File: src/rtl/k423_wb_load_queue.sv
// k423_wb_load_queue: in-order writeback queue that merges ALU results with
// load responses. It extracts and extends load lanes, and after a flush it
// drops load responses that are still owed.
// Optional feature macro: K423_WB_MISALIGN_CHK_EN. When it is defined,
// misaligned loads complete at enqueue and are flagged on wb_misalign_o.
module k423_wb_load_queue #(
  parameter int XLEN   = 32,
  parameter int DEPTH  = 4,
  parameter int ADDR_W = 32
) (
  input  logic              clk_i,
  input  logic              rst_n_i,
  input  logic              ex_vld_i,
  input  logic [ADDR_W-1:0] ex_pc_i,
  input  logic              ex_rd_vld_i,
  input  logic [4:0]        ex_rd_idx_i,
  input  logic [XLEN-1:0]   ex_rd_i,
  output logic              ex_rdy_o,
  input  logic              ex_load_i,
  input  logic [1:0]        ex_load_size_i,
  input  logic              ex_load_unsigned_i,
  input  logic [ADDR_W-1:0] ex_load_addr_i,
  input  logic              mem_rsp_vld_i,
  input  logic [XLEN-1:0]   mem_rsp_rdata_i,
  input  logic              flush_i,
  input  logic              wb_rdy_i,
  output logic              wb_vld_o,
  output logic [ADDR_W-1:0] wb_pc_o,
  output logic              wb_rd_vld_o,
  output logic [4:0]        wb_rd_idx_o,
  output logic [XLEN-1:0]   wb_rd_o,
  output logic              wb_misalign_o
);

  localparam int PTR_W  = $clog2(DEPTH);
  localparam int CNT_W  = PTR_W + 1;
  localparam int DROP_W = PTR_W + 2;
  localparam int OFF_W  = $clog2(XLEN / 8);

`ifdef K423_WB_MISALIGN_CHK_EN
  localparam bit MIS_CHK = 1'b1;
`else
  localparam bit MIS_CHK = 1'b0;
`endif

  // Queue storage
  logic [ADDR_W-1:0] q_pc     [DEPTH];
  logic [4:0]        q_rd_idx [DEPTH];
  logic [XLEN-1:0]   q_rd     [DEPTH];
  logic [1:0]        q_size   [DEPTH];
  logic [OFF_W-1:0]  q_off    [DEPTH];
  logic [DEPTH-1:0]  q_rd_vld;
  logic [DEPTH-1:0]  q_mis;
  logic [DEPTH-1:0]  q_uns;
  logic [DEPTH-1:0]  q_pend;

  logic [PTR_W-1:0]  rd_ptr, wr_ptr;
  logic [CNT_W-1:0]  count;
  logic [DROP_W-1:0] drop_cnt, pend_cnt, drop_flush;

  logic              push, pop;
  logic              in_mis, in_pend, in_rd_vld;
  logic [XLEN-1:0]   in_rd;
  logic              rsp_found, rsp_hit, rsp_drop;
  logic [PTR_W-1:0]  rsp_idx;
  logic [XLEN-1:0]   rsp_data;
  logic              head_ok, head_rd_vld, head_mis, head_hit;
  logic [ADDR_W-1:0] head_pc;
  logic [4:0]        head_rd_idx;
  logic [XLEN-1:0]   head_rd;
  logic              unused_addr;

  // A load is misaligned when its offset does not fit the access size.
  function automatic logic misaligned(input logic [1:0] size, input logic [OFF_W-1:0] off);
    logic res;
    case (size)
      2'b00:   res = 1'b0;
      2'b01:   res = off[0];
      2'b10:   res = (off[1:0] != 2'b00);
      default: res = (XLEN == 32) ? 1'b1 : (off != '0);
    endcase
    return res;
  endfunction

  // Lane select plus sign/zero extension. Lanes that do not match give zero.
  function automatic logic [XLEN-1:0] extend(input logic [XLEN-1:0] data, input logic [1:0] size,
                                             input logic uns, input logic [OFF_W-1:0] off);
    logic [XLEN-1:0] sh;
    logic [XLEN-1:0] res;
    sh  = data >> {off, 3'b000};
    res = '0;
    if (!misaligned(size, off)) begin
      case (size)
        2'b00:   res = uns ? XLEN'(sh[7:0])  : XLEN'($signed(sh[7:0]));
        2'b01:   res = uns ? XLEN'(sh[15:0]) : XLEN'($signed(sh[15:0]));
        2'b10:   res = uns ? XLEN'(sh[31:0]) : XLEN'($signed(sh[31:0]));
        default: res = sh;
      endcase
    end
    return res;
  endfunction

  assign unused_addr = ^ex_load_addr_i[ADDR_W-1:OFF_W];
  assign ex_rdy_o    = (count != CNT_W'(DEPTH));
  assign push        = ex_vld_i && ex_rdy_o && !flush_i;

  // Incoming entry fields. A checked misaligned load carries no data and no rd write.
  always_comb begin
    in_mis    = MIS_CHK && ex_load_i && misaligned(ex_load_size_i, ex_load_addr_i[OFF_W-1:0]);
    in_pend   = ex_load_i && !in_mis;
    in_rd_vld = ex_rd_vld_i && !in_mis;
    in_rd     = ex_load_i ? '0 : ex_rd_i;
  end

  // Oldest pending load, searched in age order starting from the head.
  always_comb begin
    rsp_found = 1'b0;
    rsp_idx   = rd_ptr;
    pend_cnt  = '0;
    for (int i = 0; i < DEPTH; i++) begin
      pend_cnt = pend_cnt + DROP_W'(q_pend[i]);
      if (!rsp_found && q_pend[rd_ptr + PTR_W'(i)]) begin
        rsp_found = 1'b1;
        rsp_idx   = rd_ptr + PTR_W'(i);
      end
    end
  end

  // Response routing: owed flushed responses are dropped first.
  always_comb begin
    rsp_drop   = mem_rsp_vld_i && !flush_i && (drop_cnt != '0);
    rsp_hit    = mem_rsp_vld_i && !flush_i && (drop_cnt == '0) && rsp_found;
    rsp_data   = extend(mem_rsp_rdata_i, q_size[rsp_idx], q_uns[rsp_idx], q_off[rsp_idx]);
    drop_flush = drop_cnt + pend_cnt
                 - DROP_W'(mem_rsp_vld_i && ((drop_cnt != '0) || (pend_cnt != '0)));
  end

  // Head view with bypass of the incoming entry and of a response to the head.
  always_comb begin
    head_hit    = rsp_hit && (rsp_idx == rd_ptr);
    head_ok     = 1'b0;
    head_pc     = q_pc[rd_ptr];
    head_rd_vld = q_rd_vld[rd_ptr];
    head_rd_idx = q_rd_idx[rd_ptr];
    head_rd     = head_hit ? rsp_data : q_rd[rd_ptr];
    head_mis    = q_mis[rd_ptr];
    if (count == '0) begin
      head_ok     = push && !in_pend;
      head_pc     = ex_pc_i;
      head_rd_vld = in_rd_vld;
      head_rd_idx = ex_rd_idx_i;
      head_rd     = in_rd;
      head_mis    = in_mis;
    end else begin
      head_ok     = !q_pend[rd_ptr] || head_hit;
    end
    pop = head_ok && (!wb_vld_o || wb_rdy_i) && !flush_i;
  end

  // Payload storage; only valid slots are ever read.
  always_ff @(posedge clk_i) begin
    if (push) begin
      q_pc[wr_ptr]     <= ex_pc_i;
      q_rd_idx[wr_ptr] <= ex_rd_idx_i;
      q_rd[wr_ptr]     <= in_rd;
      q_size[wr_ptr]   <= ex_load_size_i;
      q_off[wr_ptr]    <= ex_load_addr_i[OFF_W-1:0];
      q_rd_vld[wr_ptr] <= in_rd_vld;
      q_mis[wr_ptr]    <= in_mis;
      q_uns[wr_ptr]    <= ex_load_unsigned_i;
    end
    if (rsp_hit) begin
      q_rd[rsp_idx] <= rsp_data;
    end
  end

  // Pointers, pending flags, drop counter and the writeback output register.
  always_ff @(posedge clk_i or negedge rst_n_i) begin
    if (!rst_n_i) begin
      rd_ptr        <= '0;
      wr_ptr        <= '0;
      count         <= '0;
      q_pend        <= '0;
      drop_cnt      <= '0;
      wb_vld_o      <= 1'b0;
      wb_pc_o       <= '0;
      wb_rd_vld_o   <= 1'b0;
      wb_rd_idx_o   <= '0;
      wb_rd_o       <= '0;
      wb_misalign_o <= 1'b0;
    end else if (flush_i) begin
      rd_ptr   <= '0;
      wr_ptr   <= '0;
      count    <= '0;
      q_pend   <= '0;
      drop_cnt <= drop_flush;
      wb_vld_o <= 1'b0;
    end else begin
      if (push) begin
        wr_ptr         <= wr_ptr + 1'b1;
        q_pend[wr_ptr] <= in_pend;
      end
      if (rsp_hit) begin
        q_pend[rsp_idx] <= 1'b0;
      end
      if (rsp_drop) begin
        drop_cnt <= drop_cnt - 1'b1;
      end
      if (pop) begin
        rd_ptr        <= rd_ptr + 1'b1;
        wb_vld_o      <= 1'b1;
        wb_pc_o       <= head_pc;
        wb_rd_vld_o   <= head_rd_vld;
        wb_rd_idx_o   <= head_rd_idx;
        wb_rd_o       <= head_rd;
        wb_misalign_o <= head_mis;
      end else if (wb_rdy_i) begin
        wb_vld_o <= 1'b0;
      end
      count <= count + CNT_W'(push) - CNT_W'(pop);
    end
  end

endmodule

File: config.mk
export PLATFORM = sky130hd
export DESIGN_NAME = k423_wb_load_queue
export DESIGN_NICKNAME = d
export VERILOG_FILES = /design/src/rtl/k423_wb_load_queue.sv
export SDC_FILE = /design/constraint.sdc
export NUM_CORES = 1
export LEC_CHECK = 0
export ABC_CLOCK_PERIOD_IN_PS = 9100
export BUFFER_PORTS_ARGS = -buffer_cell sky130_fd_sc_hd__buf_2
export CAP_MARGIN = 20
export CORE_AREA = 2 2 186 188
export CTS_CLUSTER_DIAMETER = 60
export DETAILED_ROUTE_END_ITERATION = 16
export DIE_AREA = 0 0 188 190
export HOLD_SLACK_MARGIN = 0.15
export PLACE_DENSITY_LB_ADDON = 0.12
export SETUP_SLACK_MARGIN = 0.4
export SLEW_MARGIN = 20
export SYNTH_ARGS = -nofsm -noshare
export SYNTH_HDL_FRONTEND = slang
export SYNTH_SLANG_ARGS = --single-unit
export TNS_END_PERCENT = 100
File: constraint.sdc
create_clock -name clk_i -period 9.1 [get_ports clk_i]
set_input_delay 0.455 -clock clk_i [delete_from_list [all_inputs] [get_ports clk_i]]
set_output_delay 0.455 -clock clk_i [all_outputs]
set_load 0.02 [all_outputs]
# == Yosys cells after proc, flatten, opt, wreduce, memory -nomap -nowiden ==
# Memory sizes are Yosys's and may differ from the RTL's.
# Cells that the tools add are included.
# word_totals
output_inout_bits,73
regBits,99
word_cells,145
in_bits,144
mem_bits_rw,292
mem_count,5
# op_classes
n_mux,59
eq_ne,4
n_shift,1
n_bitwise,5
add_sub_neg,12
n_reduce_logical,37
magnitude_cmp,8
# mem_list
name,words,word_bits,rd,rd_clocked_by_memory_dff,wr,line,rtl
q_pc,4,32,1,0,1,47,logic [ADDR_W-1:0] q_pc [DEPTH];
q_rd,4,32,1,0,2,49,logic [XLEN-1:0] q_rd [DEPTH];
q_rd_idx,4,5,1,0,1,48,logic [4:0] q_rd_idx [DEPTH];
q_off,4,2,1,0,1,51,logic [OFF_W-1:0] q_off [DEPTH];
q_size,4,2,1,0,1,50,logic [1:0] q_size [DEPTH];
# op_table
op,count
32-bit 2-to-1 mux,7
32-bit case mux with 2 select lines,1
32-bit by 5-bit right shift with 32-bit output,1
4-bit 2-to-1 mux,6
1-bit 2-to-1 mux,23
2-bit by 3-bit less-than comparator with 1-bit output (second input constant),6
1-bit logical AND,16
1-bit binary-select mux with 2-bit select,7
2-bit 2-to-1 mux,7
4-bit bitwise mux,3
4-bit AND,2
4-bit inverter,2
2-bit nonzero test,4
4-bit nonzero test,2
1-bit logical NOT,7
5-bit 2-to-1 mux,1
2-bit by 1-bit adder with 2-bit output (second input constant),2
2-bit adder (second input constant),2
3-bit by 1-bit adder with 4-bit output,1
4-bit adder,1
1-bit demux with 2-bit select,2
2-bit by 1-bit >= comparator with 1-bit output (second input constant),2
4-bit logical NOT,1
4-bit by 1-bit subtractor with 4-bit output,1
other kinds (17),19

# == Logic depth before layout (Yosys ltp) ==
# depth
depth_word,20
depth_mapped,19
mapped_depth_nobuf,15

# == Worst setup path before layout ==
# No wires, ideal clock.
# synth_timing
path_type,reg-to-reg
start,register drop_cnt[0]
end,register count[2]
t_required_ns,8.968
path_buffers,4
setup_ns,0.132
t_arrival_ns,3.568
path_slack_ns,5.400
stages_incl_launch_ff,20
synth_period_minus_slack_ns,3.700
path_cell_list,dfrtp_1 -> inv_1 -> ha_1 -> nand2_1 -> nor4b_1 -> and2_1 -> o221a_2 -> nand2b_1 -> buf_2 -> inv_1 -> buf_2 -> buf_2 -> clkbuf_1 -> ha_1 -> inv_1 -> ha_1 -> inv_1 -> fa_1 -> xnor2_1 -> nor2_1
# synth_via
elab_chain_cells,10
# synth_rtl
item,line,rtl
"start, declared",59,"logic [DROP_W-1:0] drop_cnt, pend_cnt, drop_flush;"
"start signal, assigned",196,drop_cnt <= drop_flush;
"start signal, assigned",207,drop_cnt <= drop_cnt - 1'b1;
4-bit logical NOT,132,rsp_hit = mem_rsp_vld_i && !flush_i && (drop_cnt == '0) && rsp_found;
1-bit logical AND (2 in series),132,
1-bit logical AND,140,head_hit = rsp_hit && (rsp_idx == rd_ptr);
1-bit logical OR,155,head_ok = !q_pend[rd_ptr] || head_hit;
1-bit 2-to-1 mux,147,if (count == '0) begin
1-bit logical AND (2 in series),157,pop = head_ok && (!wb_vld_o || wb_rdy_i) && !flush_i;
3-bit by 1-bit subtractor with 3-bit output,220,count <= count + CNT_W'(push) - CNT_W'(pop);
3-bit 2-to-1 mux,191,end else if (flush_i) begin
"end signal, assigned",220,
"end, declared",58,logic [CNT_W-1:0] count;
# Every way passes these cells.
# A chain may end at the register's enable or synchronous reset.

==> flow_summary.ini <==
[floorplan]
placementRows = 68
die_x_um = 188
io_pins = 217
core_area_um2 = 33900
die_h_um = 190
initial_core_util_pct = 53.8
fp.dieArea_um2 = 35700

[sta]
clock.fmax_ghz = 0.188
slew-limit-headroom_pct = 23.9
fin_ws_ps = 3770
finalHoldViolCount = 0
finalSetupTns_ps = 0
setup_viol = 0
fin_crit_sh_pct = 58.5
worstMarginPinSlew_ps = 1130
clock_skew_ps = 11.8
final-max-slew-violation-count = 0
final.min_clock_period_ps = 5330
rsz0062_at_grt = no

[cts]
clock_latency_ps = 540
cts_resized = 0
clockBufferDepth = 3
clkTransAtPathRegs_ps = 60
root_buffer = clkbuf_16
htreeDepth = 2
cts_tree = yes
cts_buffers = 42
cts_setup_buffers = 0
cts_sinks = 391

[power_and_ir_drop]
power_switching_w = 0.00221
power.total_w = 0.00620
power_frac_comb_pct = 34.5
leakagePower_nw = 7.88
internal_power_w = 0.00399
ir_drop_mv = 0.220
power_density_nw_per_um2 = 291
pwr-share-seq_pct = 38.7
switching_share_pct = 35.7
clock_power_share_pct = 26.9

[layout]
diodes = 0
multi_input_area_um2 = 6400
utilization_pct = 62.7
nNetsFinal = 1792
drive_gt1_share_pct = 23.9
fill_cells = 2595
ff_latch_area_um2 = 11300
syn_to_final_growth_pct = 16.6

[synthesis]
syn_nets = 1596
netlist_area_um2 = 18300
yosysSeqAreaShare_pct = 61.9
synth_cells = 1433
ys.warnings.count = 0
synth_most_common_cell = edfxtp_1
ys_types = 62
async_reset_ff_share_pct = 22.3
ys_top_cells_by_area = edfxtp_1 50%, dfrtp_1 12%, mux4_2 8.8%, nand2_1 4.4%, a31oi_1 2.9%
synth.top_cells.by_count = 304 x edfxtp_1, 213 x nand2_1, 137 x nor2_1
synth-edff-count = 304
yosysTopAreaCellShare_pct = 50.0
ys.flop_type = edfxtp_1
synth_area_leader_cell = edfxtp_1
syn_avg_cell_area_um2 = 12.7
ys_ff_latch = 391

[worst_setup_path]
critPathRequiredTime_ps = 9340
r2r_slack_ps = 3770
cp-start-kind = flop
slowest_delay_ps = 830
worstPathArrival_ps = 5560
slowest_stage = dfrtp_4
end_kind = flop
critPathKind = flop to flop
crit_chain = buf_4 > nor3b_4 > a2111oi_0 > or2_0 > mux2_2 > maj3_1 > a221o_1 > nand2_2 > a31oi_1
path_max_fanout = 48

[global_routing]
grt_pass1_vias = 12700
grt_max_degree = 81
use_met3_pct = 5.88
met2_usage_pct = 43.5
grt-ovfl-total = 0
grt_use_met1_pct = 35.5
globalRoute.busiestLayer = met2
gr-usage-all-layers_pct = 26.4
grt_pass1_wl_mm = 72.5
antenna_found_initial = 2

[min_path]
hold_class = primary input to flop

[route]
via_count = 12600
postRouteAntennaNets = 0
first_pass_iters = 5
routed_wl_mm = 46.3
vias_per_cell = 5.97
drc_errors = 0
routedWlPerCell_um = 21.9
drt_iter0_drc = 1030

[placed_design]
globalplace.congestion = 0.880
port_buffers = 186
place_ws_ps = 3790
hpwl_mm = 27.2

[job]
maxCapViolations = 0

[status]
outcome = completed
per-layer routing:
metal	share of wire, %	up-vias
met1	40	6216
met4	2.5	2
met3	9.2	81
met2	48	574
li1	-	5768
met5	0.028	-
worst paths after layout:
path / from / cells after the start / to
max: rd_ptr[1] / 9 / q_rd[2][30]
min: ex_rd_idx_i[2] / 1 / q_rd_idx[0][2]
max reg2reg: rd_ptr[1] / 9 / q_rd[2][30]
min reg2reg: drop_cnt[3] / 1 / drop_cnt[3]
max in group asynchronous: rst_n_i / 3 / rd_ptr[0]
min in group asynchronous: rst_n_i / 2 / wb_rd_o[20]
stage by stage:
stage          instance area, um2  instances  hold slack, ps
3_3_place_gp                19500       1999             462
4_1_cts                     21300       2118             154
5_1_grt                     21300       2118             158
2_1_floorplan               18300       1433             159
3_5_place_dp                19500       1999             470
6_report                    21300       2118             160
sequential cells by signal (all words and copies together) (netlist names):
| register | count |
|---|---|
| q_pc | 128 |
| q_off | 8 |
| count | 3 |
| wb_rd_idx_o | 5 |
| wb_rd_o | 32 |
| q_rd | 128 |
| rd_ptr | 2 |
| q_size | 8 |
| wb_pc_o | 32 |
| wr_ptr | 2 |
| q_pend | 4 |
| q_rd_vld | 4 |
| q_mis | 4 |
| wb_rd_vld_o | 1 |
| wb_vld_o | 1 |
| drop_cnt | 4 |
| q_rd_idx | 20 |
| q_uns | 4 |
| wb_misalign_o | 1 |
power groups by stage:
stage | registers [W] | logic [W] | clock network, W
3_5_place_dp | 0.00243 | 0.00212 | 0
4_1_cts | 0.00240 | 0.00214 | 0.00170
5_1_grt | 0.00243 | 0.00235 | 0.00176
3_3_place_gp | 0.00242 | 0.00209 | 0
6_report | 0.00240 | 0.00214 | 0.00167
2_1_floorplan | 0.00253 | 0.00139 | 0
repair_timing:
action / in CTS / in global routing
hold endpoints to repair: 197 / 0
setup endpoints to repair: 0 / 0
hold buffers: 41 / 0
layout make-up:
class	instances	area share, %
inverters	31	0.558
clock inverters	20	0.852
well taps	455	2.67
clock buffers	58	5.50
repair buffers	251	7.16
flip-flops and latches	391	53.2
multi-input cells	912	30.1
worst max-delay path, delay by kind of cell, from the launching register on:
| family | cells | cell delay [ps] |
|---|---|---|
| AO/OA/AOI/OAI | 3 | 1080 |
| adder cells (fa/ha/maj) | 1 | 370 |
| buffers and inverters | 1 | 700 |
| flip-flops | 1 | 830 |
| multiplexers | 1 | 570 |
| AND/OR/NAND/NOR | 3 | 1420 |
placed cells by master, fill, tap and decap left out, types with 25 or more instances in the layout:
master	count
nand3_1	35
buf_4	25
a21oi_1	25
mux4_2	71
nand2_1	210
dlygate4sd3_1	41
dfrtp_1	85
edfxtp_1	304
nor2b_1	39
inv_1	26
buf_2	185
nor2_1	134
a31oi_1	86
o21ai_0	99
clkbuf_16	42
cells by family after synthesis:
group                    synth area share [%]
AO/OA/AOI/OAI                            10.2
XOR/XNOR                                0.480
adder cells (fa/ha/maj)                  1.48
buffers and inverters                    3.13
flip-flops                               61.9
multiplexers                             10.9
AND/OR/NAND/NOR                          11.9
Power figures use the tool's default switching activity.
